**src/rtl/ctrl_pulse_gen.sv**
```systemverilog
// Multi-channel pulse/PWM generator with shadowed configuration and one-shot support.
// Optional done output is enabled by defining CTRL_PULSE_GEN_DONE_EN.
//
// state  | meaning
// S_IDLE | channel stopped, ctrl low, active config tracks shadow every cycle
// S_RUN  | counting 0..period-1, ctrl high while cnt < high
module ctrl_pulse_gen #(
  parameter  int CH    = 4,
  parameter  int CNT_W = 16,
  localparam int CH_W  = (CH > 1) ? $clog2(CH) : 1
) (
  input  logic             clk,
  input  logic             rst,
  input  logic             cfg_we,
  input  logic [CH_W-1:0]  cfg_ch,
  input  logic [CNT_W-1:0] cfg_period,
  input  logic [CNT_W-1:0] cfg_high,
  input  logic             cfg_oneshot,
  input  logic [CH-1:0]    start,
  input  logic [CH-1:0]    stop,
  output logic [CH-1:0]    ctrl,
  output logic [CH-1:0]    busy
`ifdef CTRL_PULSE_GEN_DONE_EN
  ,
  output logic [CH-1:0]    done
`endif
);

  typedef enum logic {S_IDLE = 1'b0, S_RUN = 1'b1} state_t;

  for (genvar g = 0; g < CH; g++) begin : g_ch
    state_t           r_state, w_state_nxt;
    logic [CNT_W-1:0] r_cnt, w_cnt_nxt;
    logic [CNT_W-1:0] r_per, r_high, r_sh_per, r_sh_high;
    logic [CNT_W-1:0] w_per_eff;
    logic             r_os, r_sh_os;
    logic             r_ctrl, w_ctrl_nxt;
    logic             w_sh_we, w_wrap, w_load;

    assign w_sh_we   = cfg_we && (cfg_ch == CH_W'(g));
    assign w_per_eff = (r_per == '0) ? CNT_W'(1) : r_per;
    assign w_wrap    = (r_cnt == w_per_eff - CNT_W'(1));
    // Active config only changes at a period boundary so a running waveform never glitches.
    assign w_load    = (r_state == S_IDLE) || w_wrap;

    always_ff @(posedge clk or posedge rst) begin
      if (rst) begin
        r_state   <= S_IDLE;
        r_cnt     <= '0;
        r_ctrl    <= 1'b0;
        r_per     <= '0;
        r_high    <= '0;
        r_os      <= 1'b0;
        r_sh_per  <= '0;
        r_sh_high <= '0;
        r_sh_os   <= 1'b0;
      end else begin
        r_state <= w_state_nxt;
        r_cnt   <= w_cnt_nxt;
        r_ctrl  <= w_ctrl_nxt;
        if (w_sh_we) begin
          r_sh_per  <= cfg_period;
          r_sh_high <= cfg_high;
          r_sh_os   <= cfg_oneshot;
        end
        if (w_load) begin
          r_per  <= r_sh_per;
          r_high <= r_sh_high;
          r_os   <= r_sh_os;
        end
      end
    end

    always_comb begin
      w_state_nxt = r_state;
      if (r_state == S_IDLE) begin
        if (start[g] && !stop[g]) w_state_nxt = S_RUN;
      end else begin
        if (stop[g] || (w_wrap && r_os)) w_state_nxt = S_IDLE;
      end
    end

    always_comb begin
      w_cnt_nxt  = '0;
      w_ctrl_nxt = 1'b0;
      if (r_state == S_RUN && !stop[g]) begin
        w_ctrl_nxt = (r_cnt < r_high);
        w_cnt_nxt  = w_wrap ? '0 : r_cnt + CNT_W'(1);
      end
    end

    assign ctrl[g] = r_ctrl;
    assign busy[g] = (r_state == S_RUN);

`ifdef CTRL_PULSE_GEN_DONE_EN
    logic r_done, w_done_nxt;

    // Only a natural one-shot wrap completes; stop on the wrap cycle suppresses it.
    always_comb begin
      w_done_nxt = (r_state == S_RUN) && !stop[g] && w_wrap && r_os;
    end

    always_ff @(posedge clk or posedge rst) begin
      if (rst) r_done <= 1'b0;
      else     r_done <= w_done_nxt;
    end

    assign done[g] = r_done;
`endif
  end

endmodule

```
**config.mk**
```make
export PLATFORM = sky130hd
export DESIGN_NAME = ctrl_pulse_gen
export DESIGN_NICKNAME = d
export VERILOG_FILES = /design/src/rtl/ctrl_pulse_gen.sv
export SDC_FILE = /design/constraint.sdc
export NUM_CORES = 1
export LEC_CHECK = 0
export CAP_MARGIN = 25
export CORE_MARGIN = 10
export CORE_UTILIZATION = 50
export CTS_BUF_LIST = sky130_fd_sc_hd__clkbuf_2 sky130_fd_sc_hd__clkbuf_4 sky130_fd_sc_hd__clkbuf_8
export CTS_CLUSTER_SIZE = 12
export DETAILED_ROUTE_END_ITERATION = 10
export GPL_ROUTABILITY_DRIVEN = 0
export PLACE_DENSITY_LB_ADDON = 0.08
export REMOVE_ABC_BUFFERS = 1
export SKIP_LAST_GASP = 1
export SYNTH_ARGS = -nofsm -noshare
export SYNTH_HDL_FRONTEND = slang
export SYNTH_SLANG_ARGS = --single-unit
```
**constraint.sdc**
```tcl
create_clock -name clk -period 11.2 [get_ports clk]
set_clock_uncertainty 0.1 [all_clocks]
set_input_delay 1.68 -clock clk [delete_from_list [all_inputs] [get_ports clk]]
set_output_delay 1.68 -clock clk [all_outputs]
set_load 0.02 [all_outputs]
```
# Yosys cells after proc, flatten, opt, wreduce, memory -nomap -nowiden
# Cells that the tools add are included.
# classes
addsub	8
order_cmp	4
eq_ne	7
muxes	28
bitwise	4
reduce_logical	33
# ops
op	n
16-bit 2-to-1 mux	12
16-bit by 1-bit adder with 16-bit output, second input constant	4
16-bit == test	4
16-bit logical NOT	4
16-bit < comparator	4
16-bit by 1-bit subtractor with 16-bit output, second input constant	4
1-bit logical AND	16
1-bit 2-to-1 mux	16
1-bit logical OR	8
2-bit == test, second input constant	2
1-bit logical NOT	4
1-bit inverter	4
2-bit by 1-bit == test with 1-bit output, second input constant	1
2-bit logical NOT	1
# word_totals
regBits	336
inputBits	46
output_inout_bits	8
word_cells	120

# Longest topological paths before layout
# logic_depth
ltp_word	8
depth_mapped	15
ltp_nobuf	11

# Least setup slack after synthesis
# No wires, ideal clock.
# synth_timing
kind	reg-to-reg
start	reg g_ch[2].r_per[4]
end	reg g_ch[2].r_high[0]
setup_time_ns	0.125
t_arrival_ns	3.647
required_time_ns	10.975
setup_slack_ns	7.328
path_stages_with_launch	14
path_buffers	2
synth_period_minus_slack_ns	3.872
path_cell_list	dfrtp_1 -> or3_1 -> clkbuf_2 -> nor3_1 -> a21oi_1 -> ha_1 -> or3b_2 -> or4_1 -> a32o_1 -> a211oi_1 -> nand4_1 -> o31ai_4 -> buf_6 -> mux2_4
# synth_between
elab_chain_len	5
# synth_rtl
element	line_no	source
from (decl)	34	logic [CNT_W-1:0] r_per, r_high, r_sh_per, r_sh_high;
from (signal assigned)	67	r_per <= r_sh_per;
16-bit logical NOT	41	assign w_per_eff = (r_per == '0) ? CNT_W'(1) : r_per;
16-bit 2-to-1 mux *	41	
16-bit by 1-bit subtractor with 16-bit output *	42	assign w_wrap = (r_cnt == w_per_eff - CNT_W'(1));
16-bit == test *	42	
1-bit logical OR *	44	assign w_load = (r_state == S_IDLE) || w_wrap;
to (signal assigned)	68	r_high <= r_sh_high;
to (decl)	34	
# Mark *: on every way between the ends. The rest lies on a longest branch, timed or not.
# A chain may end at the register's enable or synchronous reset.

# Worst setup path after layout
# layout_timing
start	reg g_ch[1].r_per[5]
end	reg g_ch[1].r_per[12]
# layout_between
elab_chain_len	5
# layout_rtl
element	line_no
from (decl)	34
from (signal assigned)	67
16-bit logical NOT	41
16-bit 2-to-1 mux *	41
16-bit by 1-bit subtractor with 16-bit output *	42
16-bit == test *	42
1-bit logical OR *	44
# Marks and branches as above.

==> flow_summary.json <==
{
  "dp_hpwl_mm": 26.6,
  "die-area_um2": 42300,
  "antenna_found_initial": 6,
  "async_reset_ff_share_pct": 100,
  "port_buffers": 53,
  "place_ws_ps": 6410,
  "maxUsedRoutingLayer": "met4",
  "rrSetupSlack_ps": 6360,
  "core_um2": 33800,
  "hold_buffers": 0,
  "setup_viol": 0,
  "first_global_vias": 11400,
  "synthDistinctLibCells": 79,
  "r2r-end": "g_ch[1].r_per[12]",
  "cts.sinks": 336,
  "final.setup.worst_slack_ps": 6360,
  "numCtsBuffers": 56,
  "post-route-period-util_pct": 43.2,
  "clockBufferDepth": 3,
  "fin_nets": 1630,
  "grt_usage_pct": 19.0,
  "routedWlPerCell_um": 19.5,
  "first_pass_iters": 5,
  "rsz0062_at_grt": "false",
  "cts.htree.levels": 2,
  "drt.antenna.violating_nets": 0,
  "critical_path_required_ps": 11600,
  "synth_ff_type": "dfrtp_1",
  "utilization_pct": 57.5,
  "status": "complete, no violations",
  "cp-start-kind": "flip-flop",
  "synth_warnings": 0,
  "yosys-top-cells-area": "dfrtp_1 (49%), mux2_2 (14%), ha_1 (4.9%)",
  "slew_viol_final": 0,
  "cp_max_fo": 21,
  "synth_most_common_cell": "dfrtp_1",
  "synth_edf_count": 0,
  "grt_remaining_overflow": 0,
  "synth_top_area_share_pct": 48.8,
  "post-cts-setup-buffers": 0,
  "hold-worst-slack_ps": 367,
  "post-route-min-period_ps": 4840,
  "hold_viol": 0,
  "ios": 54,
  "pwr_density_cell_nw_per_um2": 176,
  "timing.fmax_mhz": 207,
  "rr_worst_depth": 12,
  "root_buffer": "clkbuf_8",
  "syn_to_final_growth_pct": 12.6,
  "start_util_pct": 51.0,
  "hold_class": "reg -> reg",
  "vias": 11200,
  "worst_slew_pin_slew_ps": 984,
  "synth_seq_area_share_pct": 48.8,
  "cp-endpoint": "g_ch[1].r_per[12]",
  "wl_met2_mm": 17.5,
  "critical_path_class": "reg -> reg",
  "leakage_uw": 0.00864,
  "worstReg2RegStart": "g_ch[1].r_per[5]",
  "hp-start": "g_ch[1].r_os",
  "grt_max_degree": 134,
  "drt-total-wl_mm": 39.2,
  "fp.dieW_um": 206,
  "syn-cell-area_um2": 17200,
  "num_rows": 67,
  "grt_pass1_wl_mm": 63.4,
  "setup.worst_path.start": "g_ch[1].r_per[5]",
  "syn_avg_cell_area_um2": 11.9,
  "setup_tns_ps": 0,
  "synthTopCellsByCount": "dfrtp_1 (336), mux2_2 (215), nor2_1 (82)",
  "met3_length_mm": 1.81,
  "vias_per_cell": 5.59,
  "drive_gt1_share_pct": 25.1,
  "synth_largest_area_cell": "dfrtp_1",
  "cts_tree": "yes",
  "clk_pin_slew_ps": 60,
  "wl_met1_mm": 19.0,
  "syn_inst": 1450,
  "drc": 0,
  "crit_path_end_kind": "flip-flop",
  "clkLatencyLatePin_ps": 630,
  "crit_arrival_ps": 5250,
  "die_y_um": 206,
  "relSlewSlack_pct": 34.4,
  "peakVddDrop_mv": 0.101,
  "drtIter0Drc": 633,
  "drv_cap": 0,
  "cts_resized": 0,
  "ys_seq_elements": 336
}
-- worst min-delay path by stage --
stage / slack [ps] / cells after the start / end
final: 370 / 1 / g_ch[1].r_state
after CTS: 370 / 1 / g_ch[1].r_state
after floorplan: 330 / 1 / g_ch[0].r_state
after global routing: 400 / 1 / g_ch[1].r_state
after detailed placement: 360 / 1 / g_ch[1].r_state
after global placement: 350 / 1 / g_ch[3].r_state
-- logic make-up (layout without fill, tap and decap cells) --
| family | count (synthesis) | count (layout) | synth area share, % |
|---|---|---|---|
| flip-flops | 336 | 336 | 48.8 |
| AO/OA/AOI/OAI | 141 | 141 | 6.27 |
| AND/OR/NAND/NOR | 376 | 376 | 12.0 |
| XOR/XNOR | 119 | 119 | 6.04 |
| adder cells (fa/ha/maj) | 68 | 68 | 4.93 |
| buffers and inverters | 139 | 248 | 3.66 |
| multiplexers | 271 | 271 | 18.3 |
| other | 0 | 1 | 0 |
-- final cells by class --
class / count / area [um^2]
fillers: 2852 / 14400
well taps: 448 / 561
multi-input cells: 975 / 8220
flip-flops and latches: 336 / 8410
diodes: 1 / 2.50
repair buffers: 67 / 668
inverters: 80 / 308
clock buffers: 90 / 1140
clock inverters: 11 / 105
-- cells in the final DEF, fill, tap and decap left out, types with 22 or more instances in the layout --
cell type        count
nand2_1             39
a21o_1              22
xnor2_1             60
mux2_2             215
clkdlybuf4s50_1     53
nor2_1              82
nor3_1              46
inv_1               79
mux2_4              30
ha_1                68
nand3_1             46
dfrtp_1            336
a21oi_1             22
clkbuf_8            74
xor2_1              59
-- worst max-delay path: stages (launching register included) --
cell,delay (ps)
dfrtp_1,490
or4_1,360
nor4_4,90
a21oi_1,250
ha_1,220
or4b_2,660
or3_1,360
xnor2_1,160
a211oi_1,220
nand4_1,170
o41ai_4,790
buf_4,450
mux2_2,380
-- routing by layer --
layer  vias up  track usage, %
met5         -               0
met4         0            5.59
met3        54            3.66
met2       198            29.2
met1      5613            26.8
li1       5357               -
-- power by group --
part | leakage, uW | total [uW] | switching (uW) | internal [uW]
logic | 0.00385 | 625 | 284 | 341
registers | 0.00412 | 1600 | 178 | 1420
clock network | 0.000669 | 1180 | 496 | 687
-- metrics by stage --
stage               instance area (um^2)  power (uW)  instances
floorplan                          16900        2060       1391
global placement                   18100        2220       1902
detailed placement                 18100        2250       1904
CTS                                19400        3450       2005
global route                       19400        3610       2007
finish                             19400        3410       2008
-- registers in the layout, indices dropped and copies added (netlist names), 64 cells and up --
signal and count:
g_ch.r_sh_high 64, g_ch.r_per 64, g_ch.r_cnt 64, g_ch.r_sh_per 64, g_ch.r_high 64
Note: power is estimated with default switching activity, not from simulation.
